**src/rtl/ride_dispatcher.sv**
```systemverilog
// Ride sequencer: collects origin/destination, grants a free driver round-robin,
// then walks the assigned car to the pickup point and on to the destination.
module ride_dispatcher #(
    parameter int N_LOC = 9,
    parameter int HOME0 = 0,
    parameter int HOME1 = 2,
    parameter int HOME2 = 5,
    parameter int HOME3 = 8
) (
    input  logic             iCLK,
    input  logic             iRST_N,
    input  logic             iTICK,
    input  logic             iPEDIDO,
    input  logic             iCONFIRM,
    input  logic [3:0]       iSEL,
    input  logic [3:0]       iDRV_BUSY,
    output logic [2:0]       oSTATE,
    output logic [3:0]       oORIGIN,
    output logic [3:0]       oDEST,
    output logic [3:0]       oDIST,
    output logic [1:0]       oDRV_ID,
    output logic             oDRV_VALID,
    output logic [3:0]       oCAR_POS,
    output logic [N_LOC-1:0] oLEDR,
    output logic             oMODE,
    output logic             oERR,
    output logic             oDONE
);

    localparam logic [2:0] S_IDLE     = 3'd0;
    localparam logic [2:0] S_GET_ORIG = 3'd1;
    localparam logic [2:0] S_GET_DEST = 3'd2;
    localparam logic [2:0] S_ASSIGN   = 3'd3;
    localparam logic [2:0] S_PICKUP   = 3'd4;
    localparam logic [2:0] S_TRIP     = 3'd5;
    localparam logic [2:0] S_DONE     = 3'd6;

    localparam logic [3:0] LOC_LIMIT = 4'(N_LOC);
    localparam logic [N_LOC-1:0] LED_ONE = {{(N_LOC-1){1'b0}}, 1'b1};

    function automatic logic [3:0] home_of(input logic [1:0] k);
        logic [3:0] h;
        case (k)
            2'd0:    h = 4'(HOME0);
            2'd1:    h = 4'(HOME1);
            2'd2:    h = 4'(HOME2);
            2'd3:    h = 4'(HOME3);
            default: h = 4'd0;
        endcase
        return h;
    endfunction

    function automatic logic [3:0] step_toward(input logic [3:0] pos, input logic [3:0] tgt);
        return (pos < tgt) ? (pos + 4'd1) : (pos - 4'd1);
    endfunction

    logic [2:0]       state_q,     state_d;
    logic [3:0]       origin_q,    origin_d;
    logic [3:0]       dest_q,      dest_d;
    logic [3:0]       dist_q,      dist_d;
    logic [1:0]       drv_id_q,    drv_id_d;
    logic             drv_valid_q, drv_valid_d;
    logic [3:0]       car_pos_q,   car_pos_d;
    logic [N_LOC-1:0] ledr_q,      ledr_d;
    logic             mode_q,      mode_d;
    logic             err_q,       err_d;
    logic             done_q,      done_d;
    logic [1:0]       ptr_q,       ptr_d;

    logic [3:0] rot_busy_s;
    logic [1:0] grant_off_s;
    logic       grant_found_s;
    logic [1:0] grant_id_s;
    logic       clear_s;

    // Rotate busy flags so bit 0 is the driver the round-robin pointer names.
    always_comb begin
        case (ptr_q)
            2'd0:    rot_busy_s = iDRV_BUSY;
            2'd1:    rot_busy_s = {iDRV_BUSY[0],   iDRV_BUSY[3:1]};
            2'd2:    rot_busy_s = {iDRV_BUSY[1:0], iDRV_BUSY[3:2]};
            2'd3:    rot_busy_s = {iDRV_BUSY[2:0], iDRV_BUSY[3]};
            default: rot_busy_s = iDRV_BUSY;
        endcase
    end

    // First free driver at or after the pointer.
    always_comb begin
        grant_found_s = 1'b1;
        if (!rot_busy_s[0]) begin
            grant_off_s = 2'd0;
        end else if (!rot_busy_s[1]) begin
            grant_off_s = 2'd1;
        end else if (!rot_busy_s[2]) begin
            grant_off_s = 2'd2;
        end else if (!rot_busy_s[3]) begin
            grant_off_s = 2'd3;
        end else begin
            grant_off_s   = 2'd0;
            grant_found_s = 1'b0;
        end
        grant_id_s = ptr_q + grant_off_s;
    end

    // Dropping the request anywhere past IDLE cancels or releases the ride; it outranks confirm/tick.
    assign clear_s = !iPEDIDO && (state_q != S_IDLE);

    // Next-state and ride-register update.
    always_comb begin
        state_d     = state_q;
        origin_d    = origin_q;
        dest_d      = dest_q;
        dist_d      = dist_q;
        drv_id_d    = drv_id_q;
        drv_valid_d = drv_valid_q;
        car_pos_d   = car_pos_q;
        ptr_d       = ptr_q;
        err_d       = 1'b0;
        done_d      = 1'b0;
        if (clear_s) begin
            state_d     = S_IDLE;
            origin_d    = 4'd0;
            dest_d      = 4'd0;
            dist_d      = 4'd0;
            drv_id_d    = 2'd0;
            drv_valid_d = 1'b0;
            car_pos_d   = 4'd0;
        end else begin
            case (state_q)
                S_IDLE: begin
                    origin_d = 4'd0;
                    dest_d   = 4'd0;
                    dist_d   = 4'd0;
                    if (iPEDIDO) begin
                        state_d = S_GET_ORIG;
                    end else begin
                        state_d = S_IDLE;
                    end
                end
                S_GET_ORIG: begin
                    if (iCONFIRM && (iSEL < LOC_LIMIT)) begin
                        origin_d = iSEL;
                        state_d  = S_GET_DEST;
                    end else if (iCONFIRM) begin
                        err_d = 1'b1;
                    end else begin
                        state_d = S_GET_ORIG;
                    end
                end
                S_GET_DEST: begin
                    if (iCONFIRM && (iSEL < LOC_LIMIT) && (iSEL != origin_q)) begin
                        dest_d  = iSEL;
                        dist_d  = (iSEL > origin_q) ? (iSEL - origin_q) : (origin_q - iSEL);
                        state_d = S_ASSIGN;
                    end else if (iCONFIRM) begin
                        err_d = 1'b1;
                    end else begin
                        state_d = S_GET_DEST;
                    end
                end
                S_ASSIGN: begin
                    if (grant_found_s) begin
                        drv_id_d    = grant_id_s;
                        drv_valid_d = 1'b1;
                        car_pos_d   = home_of(grant_id_s);
                        ptr_d       = grant_id_s + 2'd1;
                        state_d     = S_PICKUP;
                    end else begin
                        state_d = S_ASSIGN;
                    end
                end
                S_PICKUP: begin
                    if (iTICK && (car_pos_q == origin_q)) begin
                        state_d = S_TRIP;
                    end else if (iTICK) begin
                        car_pos_d = step_toward(car_pos_q, origin_q);
                    end else begin
                        state_d = S_PICKUP;
                    end
                end
                S_TRIP: begin
                    if (iTICK && (car_pos_q == dest_q)) begin
                        state_d = S_DONE;
                        done_d  = 1'b1;
                    end else if (iTICK) begin
                        car_pos_d = step_toward(car_pos_q, dest_q);
                    end else begin
                        state_d = S_TRIP;
                    end
                end
                S_DONE: begin
                    state_d = S_DONE;
                end
                default: begin
                    state_d     = S_IDLE;
                    origin_d    = 4'd0;
                    dest_d      = 4'd0;
                    dist_d      = 4'd0;
                    drv_id_d    = 2'd0;
                    drv_valid_d = 1'b0;
                    car_pos_d   = 4'd0;
                end
            endcase
        end
    end

    // Display-side outputs follow the next-state values so they stay aligned with the registers.
    always_comb begin
        if (drv_valid_d) begin
            ledr_d = LED_ONE << car_pos_d;
        end else begin
            ledr_d = '0;
        end
        mode_d = (state_d == S_PICKUP) || (state_d == S_TRIP) || (state_d == S_DONE);
    end

    // State and output registers.
    always_ff @(posedge iCLK or negedge iRST_N) begin
        if (!iRST_N) begin
            state_q     <= S_IDLE;
            origin_q    <= 4'd0;
            dest_q      <= 4'd0;
            dist_q      <= 4'd0;
            drv_id_q    <= 2'd0;
            drv_valid_q <= 1'b0;
            car_pos_q   <= 4'd0;
            ledr_q      <= '0;
            mode_q      <= 1'b0;
            err_q       <= 1'b0;
            done_q      <= 1'b0;
            ptr_q       <= 2'd0;
        end else begin
            state_q     <= state_d;
            origin_q    <= origin_d;
            dest_q      <= dest_d;
            dist_q      <= dist_d;
            drv_id_q    <= drv_id_d;
            drv_valid_q <= drv_valid_d;
            car_pos_q   <= car_pos_d;
            ledr_q      <= ledr_d;
            mode_q      <= mode_d;
            err_q       <= err_d;
            done_q      <= done_d;
            ptr_q       <= ptr_d;
        end
    end

    assign oSTATE     = state_q;
    assign oORIGIN    = origin_q;
    assign oDEST      = dest_q;
    assign oDIST      = dist_q;
    assign oDRV_ID    = drv_id_q;
    assign oDRV_VALID = drv_valid_q;
    assign oCAR_POS   = car_pos_q;
    assign oLEDR      = ledr_q;
    assign oMODE      = mode_q;
    assign oERR       = err_q;
    assign oDONE      = done_q;

endmodule

```
**config.mk**
```make
export PLATFORM = sky130hd
export DESIGN_NAME = ride_dispatcher
export DESIGN_NICKNAME = d
export VERILOG_FILES = /design/src/rtl/ride_dispatcher.sv
export SDC_FILE = /design/constraint.sdc
export NUM_CORES = 1
export LEC_CHECK = 0
export CAP_MARGIN = 0
export CORE_ASPECT_RATIO = 1.2
export CORE_MARGIN = 2
export CORE_UTILIZATION = 57
export DETAILED_ROUTE_END_ITERATION = 8
export PLACE_DENSITY = 0.95
export SETUP_SLACK_MARGIN = 0.2
export SLEW_MARGIN = 20
export SYNTH_ARGS = -nofsm -noshare
export SYNTH_HDL_FRONTEND = slang
export SYNTH_SLANG_ARGS = --single-unit
```
**constraint.sdc**
```tcl
create_clock -name iCLK -period 6.9 [get_ports iCLK]
set_clock_uncertainty 0.15 [all_clocks]
set_input_delay 1.38 -clock iCLK [delete_from_list [all_inputs] [get_ports iCLK]]
set_output_delay 1.38 -clock iCLK [all_outputs]
set_load 0.02 [all_outputs]
```
==> results of run 1 <==
-- final timing paths --
| path | startpoint | endpoint | slack [ps] | cells after the start |
|---|---|---|---|---|
| min in group asynchronous | iRST_N | ptr_q[0] | 1350 | 2 |
| worst max register to register | ptr_q[1] | oLEDR[1] | 3880 | 11 |
| worst min-delay path | oDIST[1] | oDIST[1] | 340 | 2 |
| worst min register to register | oDIST[1] | oDIST[1] | 340 | 2 |
| worst max-delay path | iDRV_BUSY[0] | oLEDR[1] | 2580 | 13 |
| max in group asynchronous | iRST_N | oCAR_POS[1] | 4930 | 2 |
-- worst min-delay path, stage by stage, from the launching register on --
cell and delay (ps):
dfrtp_1 350, nand2_1 50, o41ai_1 60
-- metrics by stage --
stage | hold slack, ps | util, % | setup slack [ps]
floorplan | 437 | - | 3070
global placement | 323 | 70.6 | 2410
detailed placement | 312 | 70.6 | 2290
CTS | 345 | 73.2 | 2580
global route | 390 | 73.2 | 2350
finish | 339 | 73.2 | 2580
-- where the power goes --
group          total [mW]  switching, mW  internal, mW
Combinational       0.683          0.387         0.296
Sequential          0.336         0.0833         0.253
Clock               0.184         0.0769         0.107
-- logic make-up (layout without fill, tap and decap cells) --
kind of cell / Yosys count / in the layout / synth area share, %
simple gates: 108 / 108 / 21.7
compound gates: 72 / 72 / 18.6
flops: 36 / 36 / 34.7
buf+inv: 36 / 82 / 6.85
fa+ha+maj: 23 / 23 / 11.7
mux: 9 / 9 / 4.10
xor+xnor: 7 / 7 / 2.36
-- cell usage after synthesis (all sizes together) (2+ instances only) --
| cell | n | share of area (%) |
|---|---|---|
| mux2i | 6 | 2.8 |
| o22ai | 4 | 0.96 |
| xnor2 | 5 | 1.7 |
| o31ai | 2 | 0.58 |
| a21oi | 17 | 3.3 |
| nand2 | 23 | 3.3 |
| o21ai | 16 | 3.1 |
| nor2b | 2 | 0.77 |
| a22oi | 2 | 0.58 |
| mux2 | 3 | 1.3 |
| nand3b | 2 | 0.58 |
| xor2 | 2 | 0.68 |
| nand4 | 5 | 1.2 |
| inv | 27 | 3.9 |
| nand2b | 5 | 1.5 |
| clkbuf | 5 | 1.1 |
| nor3 | 10 | 1.9 |
| and2b | 2 | 0.63 |
| a21o | 2 | 0.58 |
| buf | 4 | 1.8 |
| and2 | 2 | 0.48 |
| nor2 | 30 | 4.3 |
| o211ai | 3 | 0.87 |
| nand3 | 9 | 2.2 |
| a22o | 12 | 4.1 |
| nor3b | 2 | 0.58 |
| nor4 | 7 | 1.7 |
| ha | 21 | 10 |
| fa | 2 | 1.5 |
| and3 | 3 | 0.72 |
| a211oi | 2 | 0.77 |
| a31oi | 4 | 0.96 |
| dfrtp | 36 | 35 |
| or3 | 2 | 0.48 |
-- sequential cells by signal, summed over array words and instances, names as in the netlist --
name        count
oCAR_POS        4
oDEST           4
oDIST           4
oDONE           1
oDRV_ID         2
oDRV_VALID      1
oERR            1
oLEDR           9
oMODE           1
oORIGIN         4
oSTATE          3
ptr_q           2
-- per-layer routing --
metal | routed length, µm | part of all wire [%] | GRT usage (%)
met5 | 0 | 0 | 0
met4 | 141 | 2.4 | 11.9
met3 | 255 | 4.4 | 4.93
met2 | 3010 | 51 | 44.2
met1 | 2450 | 42 | 28.8
-- layout make-up --
| type | count | share of cell area [%] |
|---|---|---|
| Clock buffer | 5 | 2.17 |
| Clock inverter | 3 | 1.34 |
| Timing Repair Buffer | 47 | 14.8 |
| Tap cell | 56 | 2.21 |
| Multi-Input combinational cell | 219 | 47.9 |
| Sequential cell | 36 | 28.4 |
| Inverter | 27 | 3.20 |
==> run_results.csv, run 1 <==
group,metric,value,unit
floorplanning,initial_core_util,60.0,%
timing,hold_viol,0,
synthesis,syn_area_per_cell,8.92,µm²
placement,dp.cells,385,
critical_path,slowest_delay,580,ps
placement,postPlaceCellArea,3060,µm²
power_and_ir_drop,power,1.20,mW
floorplanning,core-area,4330,µm²
placement,gp_congestion,0.929,
timing,post-route-period-util,62.6,%
placement,dp_hpwl,4330,µm
global_routing,grt_usage,25.2,%
critical_path,path_class,"input port to flip-flop",
clock_tree,cts_sinks,36,
synthesis,synth-edff-count,0,
power_and_ir_drop,pwr_density_cell,380,nW/µm²
global_routing,grt_max_degree,37,
clock_tree,clk_pin_slew_worst_paths,70,ps
detailed_routing,drt_first_pass_iters,4,
power_and_ir_drop,ir_worst_vdd,0.000183,V
finish,drive_above_1_share,6.53,%
floorplanning,die_x,65.6,µm
timing,slew_violations,0,
timing,period_needed,4320,ps
clock_tree,cts.repair.resized,0,
global_routing,grt_pass1_vias,2247,
floorplanning,ios,47,
synthesis,yosysWarnings,0,
detailed_routing,vias_per_cell,5.97,
detailed_routing,drtIter0Drc,167,
synthesis,netlist_area,2590,µm²
synthesis,ys_types,55,
critical_path,endpoint_kind,"flip-flop",
timing,setup_viol,0,
job,maxCapViolCount,0,
floorplanning,die_area,5110,µm²
critical_path,critPathRequiredTime,6940,ps
clock_tree,cts_tree,"built",
clock_tree,clk_latency,290,ps
detailed_routing,drc,0,
synthesis,ys_ff_latch,36,
finish,num-fill-cells,329,
clock_tree,cts_root_buffer,"clkbuf_8",
finish,layout_common_cells,"clkdlybuf4s50_1 (46), dfrtp_1 (36), nor2_1 (30)",
synthesis,async_flop_share,100,%
clock_tree,cts_max_level,2,
finish,instances_no_fill,393,
min_path,hold_class,"flip-flop to flip-flop",
finish,final_nets,372,
critical_path,critical_path_arrival,4360,ps
critical_path,path_cells,"clkdlybuf4s50_1 -> inv_1 -> a22o_1 -> a21oi_1 -> a22oi_1 -> ha_1 -> xor2_1 -> xnor2_1 -> inv_1 -> ha_1 -> a221oi_1 -> o211ai_1 -> nor4_1",
synthesis,synth_ff_type,"dfrtp_1",
global_routing,overflow,0,
timing,fmax,231,MHz
timing,rsz0062_at_grt,"no",
synthesis,synthCells,291,
critical_path,cp_top_family,"compound AO/OA/AOI/OAI gates",
power_and_ir_drop,p_leak,1.41,nW
timing,worst_pin_slew,818,ps
critical_path,crit_path_max_fanout,7,
synthesis,synth_fp_nets,327,
clock_tree,post-cts-setup-buffers,0,
detailed_routing,num_vias,2346,
clock_tree,cts_buffer_depth,2,
floorplanning,die_y,77.9,µm
clock_tree,hold_buffers,0,
detailed_routing,drtAntennaViolNets,0,
clock_tree,cts_buffers,5,
critical_path,path_buf_inv,3,
detailed_routing,wl,5860,µm
finish,final_area,3170,µm²
finish,multi_input_area,1520,µm²
timing,fin_setup_tns,0,ps
finish,final_common_cell,"clkdlybuf4s50_1",
detailed_routing,wl_per_cell,14.9,µm
critical_path,worst_setup_path_start_kind,"input port",
global_routing,antenna_found_initial,0,
finish,seq_area,901,µm²
finish,syn2layout_area_growth,22.1,%
floorplanning,rows,26,
timing,max_slew_margin,45.1,%
finish,diodes,0,
outcome,status,"finished clean",
global_routing,grt_pass1_wl,10000,µm
placement,io_buffers,46,
synthesis,ys_seq_area_share,34.7,%
critical_path,cp_slowest_cell,"clkdlybuf4s50_1",
No activity file was read; power rests on OpenSTA's default activity.
==> run 2, diff against run 1 <==
--- a/config.mk
+++ b/config.mk
@@ -8,9 +8,9 @@
 export CAP_MARGIN = 0
 export CORE_ASPECT_RATIO = 1.2
 export CORE_MARGIN = 2
-export CORE_UTILIZATION = 57
+export CORE_UTILIZATION = 48
 export DETAILED_ROUTE_END_ITERATION = 8
-export PLACE_DENSITY = 0.95
+export PLACE_DENSITY = 0.88
 export SETUP_SLACK_MARGIN = 0.2
 export SLEW_MARGIN = 20
 export SYNTH_ARGS = -nofsm -noshare
==> constraint.sdc (replaced) <==
create_clock -name iCLK -period 3.8 [get_ports iCLK]
set_clock_uncertainty 0.15 [all_clocks]
set_input_delay 0.76 -clock iCLK [delete_from_list [all_inputs] [get_ports iCLK]]
set_output_delay 0.76 -clock iCLK [all_outputs]
set_load 0.02 [all_outputs]
==> run 2 against run 1 <==
Global-route usage down 3.1 points. Flip-flop and latch count unchanged. Sequential share of layout area down 0.79 points. Critical path depth unchanged. Die area up 18%. First-iteration DRC count down 6.0%. Wire length up 5.6%. Clock power up 85%. Utilization down 11 points.
==> run_results.csv, run 2 (synthesis gave the netlist of run 1 again) <==
group,metric,value,unit
finish,seq_area,901,µm²
clock_tree,cts_max_level,2,
job,maxCapViolCount,0,
critical_path,path_buf_inv,2,
finish,final_common_cell,"clkdlybuf4s50_1",
timing,setup_viol,0,
global_routing,grt_usage,22.1,%
floorplanning,die_area,6010,µm²
floorplanning,rows,29,
finish,largest_reg_flops,9,
timing,worst_pin_slew,782,ps
finish,drive_above_1_share,10.3,%
detailed_routing,wl,6180,µm
timing,slew_violations,0,
global_routing,antenna_found_initial,0,
critical_path,crit_path_max_fanout,6,
placement,gp_congestion,0.895,
power_and_ir_drop,pwr_density_cell,706,nW/µm²
detailed_routing,drtIter0Drc,157,
floorplanning,ios,47,
finish,diodes,0,
global_routing,grt_pass1_wl,10700,µm
power_and_ir_drop,sequentialPowerShare,26.7,%
floorplanning,die_y,84.5,µm
finish,multi_input_area,1570,µm²
finish,syn2layout_area_growth,25.6,%
critical_path,critPathRequiredTime,3850,ps
clock_tree,clk_pin_slew_worst_paths,70,ps
min_path,hold_class,"flip-flop to flip-flop",
clock_tree,cts_tree,"built",
global_routing,overflow,0,
power_and_ir_drop,clock_power_share,14.8,%
detailed_routing,wl_per_cell,15.3,µm
global_routing,grt_max_degree,37,
floorplanning,core-area,5260,µm²
placement,io_buffers,46,
power_and_ir_drop,p_int,1.25,mW
finish,final_util,61.9,%
detailed_routing,num_vias,2371,
timing,max_slew_margin,47.9,%
critical_path,critical_path_depth,13,
clock_tree,clk_latency,300,ps
clock_tree,cts_sinks,36,
critical_path,rr_startpoint,"ptr_q[1]",
critical_path,worst_setup_path_start_kind,"input port",
detailed_routing,drtAntennaViolNets,0,
min_path,hold_path_end,"oDIST[1]",
timing,hold_viol,0,
clock_tree,hold_buffers,0,
timing,period_needed,3470,ps
finish,num-fill-cells,452,
power_and_ir_drop,swShare,45.8,%
critical_path,critical_path_arrival,3520,ps
detailed_routing,vias_per_cell,5.88,
clock_tree,post-cts-setup-buffers,0,
critical_path,slowest_delay,600,ps
global_routing,grt_pass1_vias,2414,
critical_path,path_class,"input port to flip-flop",
power_and_ir_drop,p_comb_share,58.5,%
finish,final_nets,376,
min_path,hold_depth,2,
placement,dp_hpwl,4590,µm
detailed_routing,drc,0,
critical_path,endpoint_kind,"flip-flop",
clock_tree,cts_buffer_depth,2,
power_and_ir_drop,p_sw,1.05,mW
critical_path,cp_top_family,"compound AO/OA/AOI/OAI gates",
power_and_ir_drop,p_leak,1.45,nW
power_and_ir_drop,ir_worst_vdd,0.000319,V
critical_path,cp_slowest_cell,"clkdlybuf4s50_1",
timing,post-route-period-util,91.3,%
clock_tree,cts_root_buffer,"clkbuf_8",
floorplanning,die_x,71.1,µm
critical_path,path_cells,"clkdlybuf4s50_1 -> nor2_1 -> o21ai_0 -> a22oi_2 -> ha_2 -> xor2_2 -> xnor2_2 -> buf_4 -> ha_1 -> a32o_1 -> a211oi_2 -> nand2_1 -> nor4_2",
timing,rsz0062_at_grt,"no",
timing,setup_ws,331,ps
outcome,status,"finished clean",
placement,pre_cts_ws,-56.1,ps
critical_path,reg2reg_to,"oLEDR[1]",
timing,whs,335,ps
critical_path,reg2reg_slack,780,ps
timing,fmax,288,MHz
critical_path,rr_worst_depth,13,
clock_tree,cts_buffers,5,
detailed_routing,drt_first_pass_iters,4,
finish,layout_common_cells,"clkdlybuf4s50_1 (43), dfrtp_1 (36), nor2_1 (30)",
min_path,hold_path_startpoint,"oDIST[1]",
floorplanning,initial_core_util,49.3,%
==> run 2: cell types whose count changed in the layout (fill, tap and decap cells not counted), moves of 2 or more <==
| cell | previous run | this run |
|---|---|---|
| ha_2 | 0 | 2 |
| ha_1 | 21 | 19 |
| dlymetal6s2s_1 | 0 | 2 |
| buf_4 | 1 | 5 |
| clkdlybuf4s50_1 | 46 | 43 |
==> run 2: area by class of cell <==
type | count | area share, %
clock buffer | 5 | 2.11
clock inverter | 3 | 1.31
inverter | 27 | 3.11
multi-input combinational | 219 | 48.2
sequential | 36 | 27.6
tap | 62 | 2.38
timing repair buffer | 51 | 15.3
==> run 2: power groups by stage <==
stage          Combinational (mW)  Clock (mW)  Sequential [mW]
2_1_floorplan               0.914           0            0.620
3_3_place_gp                 1.22           0            0.612
3_5_place_dp                 1.27           0            0.612
4_1_cts                      1.28       0.349            0.605
5_1_grt                      1.51       0.367            0.635
6_report                     1.35       0.340            0.613
==> run 2: through the flow <==
step	std cells	cell area [µm²]	total power [mW]	TNS (ps)
finish	403	3260	2.30	0
global route	403	3260	2.51	0
CTS	403	3200	2.24	0
detailed placement	395	3090	1.88	-147
global placement	395	3090	1.84	0
floorplan	291	2590	1.53	0
==> run 2: worst min-delay path: cells and delay by family (launching register included) <==
family | cells | cell delay [ps]
flip-flops | 1 | 350
AND/OR/NAND/NOR | 1 | 50
AO/OA/AOI/OAI | 1 | 50
==> run 2: what timing repair did <==
action                                  CTS  global route
gates resized for setup                   0            11
endpoints found under the setup margin    0            10
hold endpoints to repair                  0             0
==> run 2: how the worst max path moves through the flow <==
stage                            start       end  slack, ps
final                     iDRV_BUSY[3]  oLEDR[1]        330
after CTS                 iDRV_BUSY[0]  oLEDR[3]        240
after detailed placement  iDRV_BUSY[0]  oLEDR[2]        -60
after floorplan           iDRV_BUSY[2]  oLEDR[2]        590
after global routing      iDRV_BUSY[3]  oLEDR[2]        140
after global placement    iDRV_BUSY[0]  oLEDR[1]         80
==> run 2: metal layers <==
layer / GRT usage (%) / up-vias / share of wire [%]
li1: - / 1141 / -
met1: 26.5 / 1131 / 41
met2: 38.1 / 81 / 52
met3: 3.72 / 18 / 4.4
met4: 10.5 / 0 / 3.0
met5: 0 / - / 0
==> run 3, diff against run 2 <==
--- a/config.mk
+++ b/config.mk
@@ -6,11 +6,11 @@
 export NUM_CORES = 1
 export LEC_CHECK = 0
 export CAP_MARGIN = 0
-export CORE_ASPECT_RATIO = 1.2
+export CORE_ASPECT_RATIO = 1.75
 export CORE_MARGIN = 2
-export CORE_UTILIZATION = 48
+export CORE_UTILIZATION = 45
 export DETAILED_ROUTE_END_ITERATION = 8
-export PLACE_DENSITY = 0.88
+export PLACE_DENSITY = 0.84
 export SETUP_SLACK_MARGIN = 0.2
 export SLEW_MARGIN = 20
 export SYNTH_ARGS = -nofsm -noshare
==> run 3 against run 2 <==
Via count up 1.6%. Cell count is 4.5% higher. Sequential share of layout area down 0.14 points. Count of clock-buffer cells in the layout did not move. Cell area rose by 0.50%.
==> run_results.csv, run 3 (synthesis gave the netlist of run 1 again) <==
group,metric,value,unit
power_and_ir_drop,p_sw,1.06,mW
detailed_routing,drt_first_pass_iters,4,
power_and_ir_drop,pwr_density_cell,685,nW/µm²
power_and_ir_drop,p_comb_share,60.5,%
finish,largest_reg_flops,9,
finish,syn2layout_area_growth,26.2,%
power_and_ir_drop,clock_power_share,12.2,%
critical_path,path_class,"input port to flip-flop",
timing,post-route-period-util,83.9,%
floorplanning,initial_core_util,46.5,%
critical_path,cp_slowest_cell,"nor4_1",
detailed_routing,drtAntennaViolNets,0,
critical_path,cp_top_family,"compound AO/OA/AOI/OAI gates",
detailed_routing,drc,0,
finish,final_common_cell,"clkdlybuf4s50_1",
clock_tree,clk_latency,300,ps
floorplanning,die_area,6410,µm²
detailed_routing,num_vias,2410,
critical_path,worst_setup_path_start_kind,"input port",
critical_path,path_buf_inv,3,
finish,diodes,0,
placement,dp_hpwl,4990,µm
floorplanning,ios,47,
detailed_routing,drtIter0Drc,103,
timing,slew_violations,0,
floorplanning,core-area,5590,µm²
critical_path,critical_path_arrival,3210,ps
power_and_ir_drop,swShare,47.4,%
clock_tree,cts_buffers,5,
power_and_ir_drop,p_int,1.18,mW
finish,num-fill-cells,531,
timing,fmax,314,MHz
clock_tree,cts_max_level,2,
power_and_ir_drop,p_leak,1.48,nW
clock_tree,cts_tree,"built",
critical_path,crit_path_max_fanout,9,
placement,gp_congestion,0.882,
clock_tree,cts_buffer_depth,2,
critical_path,path_cells,"dlymetal6s2s_1 -> inv_1 -> a22o_1 -> a21oi_1 -> a22oi_1 -> ha_2 -> xor2_2 -> xnor2_1 -> inv_1 -> ha_1 -> a21oi_1 -> o311a_1 -> nand3_4 -> nor4_1",
finish,final_nets,380,
timing,worst_pin_slew,791,ps
job,maxCapViolCount,0,
timing,max_slew_margin,47.3,%
global_routing,grt_pass1_wl,10600,µm
critical_path,endpoint_kind,"flip-flop",
detailed_routing,wl_per_cell,15.3,µm
clock_tree,cts_sinks,36,
finish,final_util,58.6,%
placement,io_buffers,46,
clock_tree,hold_buffers,0,
critical_path,slowest_delay,340,ps
clock_tree,cts_root_buffer,"clkbuf_8",
timing,period_needed,3190,ps
global_routing,antenna_found_initial,0,
power_and_ir_drop,sequentialPowerShare,27.3,%
timing,whs,335,ps
global_routing,overflow,0,
floorplanning,die_y,104,µm
power_and_ir_drop,ir_worst_vdd,0.000247,V
finish,drive_above_1_share,10.7,%
clock_tree,clk_pin_slew_worst_paths,80,ps
floorplanning,die_x,61.4,µm
detailed_routing,wl,6440,µm
critical_path,critPathRequiredTime,3820,ps
timing,hold_viol,0,
outcome,status,"finished clean",
global_routing,grt_max_degree,37,
global_routing,grt_usage,21.6,%
timing,rsz0062_at_grt,"no",
min_path,hold_class,"flip-flop to flip-flop",
global_routing,grt_pass1_vias,2447,
detailed_routing,vias_per_cell,5.72,
finish,layout_common_cells,"clkdlybuf4s50_1 (41), dfrtp_1 (36), nor2_1 (29)",
floorplanning,rows,36,
timing,setup_viol,0,
[run 3: power by group through the flow]
| stage | clock network (mW) | registers, mW | logic, mW |
|---|---|---|---|
| final | 0.275 | 0.613 | 1.36 |
| after global routing | 0.293 | 0.634 | 1.50 |
| after CTS | 0.279 | 0.609 | 1.30 |
| after detailed placement | 0 | 0.617 | 1.28 |
| after global placement | 0 | 0.614 | 1.24 |
| after floorplan | 0 | 0.620 | 0.914 |
[run 3: repair_timing]
action	4_1_cts	5_1_grt
setup buffers	1	1
pin swaps	1	3
setup endpoints to repair	1	10
gates resized for setup	0	11
[run 3: worst register-to-register path: stages, from the launching register on]
cell      delay [ps]
dfrtp_1          470
nand2b_1         190
nor2_1           100
a21oi_1           50
a22oi_1          200
ha_2             220
xor2_2           150
xnor2_1          160
inv_1             90
ha_1             190
a21oi_1          190
o311a_1          270
nand3_4          150
nor4_1           340
[run 3: per-layer routing]
layer  vias to the layer above  track usage, %  routed length, µm
met5                         -               0                  0
met4                         0            13.7                229
met3                        19            3.36                268
met2                        79            37.5               3590
met1                      1159            22.4               2350
li1                       1153               -                  -
[run 3: path summary, 6_finish.rpt]
kind,start,to,slack (ps),cells past startpoint
hold reg to reg,oDIST[1],oDIST[1],330,2
max in group asynchronous,iRST_N,oORIGIN[2],2610,1
hold / removal,oDIST[1],oDIST[1],330,2
setup / recovery,iDRV_BUSY[0],oLEDR[3],610,14
setup reg to reg,ptr_q[1],oLEDR[3],770,13
min in group asynchronous,iRST_N,oDRV_ID[1],400,1
[run 3: through the flow]
step	instance area, µm²	TNS [ps]	power [mW]	instances	setup WS, ps
2_1_floorplan	2590	0	1.53	291	592
3_3_place_gp	3120	0	1.85	411	32.3
3_5_place_dp	3120	-195	1.90	411	-126
4_1_cts	3220	0	2.19	420	228
5_1_grt	3270	0	2.43	421	432
6_report	3270	0	2.24	421	612
[run 3: final cells by class]
cell class | count | area, µm² | share of cell area (%)
clock buffer | 5 | 68.8 | 2.10
tap | 76 | 95.1 | 2.90
multi-input combinational | 219 | 1560 | 47.5
clock inverter | 3 | 18.8 | 0.573
timing repair buffer | 55 | 533 | 16.3
inverter | 27 | 101 | 3.10
sequential | 36 | 901 | 27.5
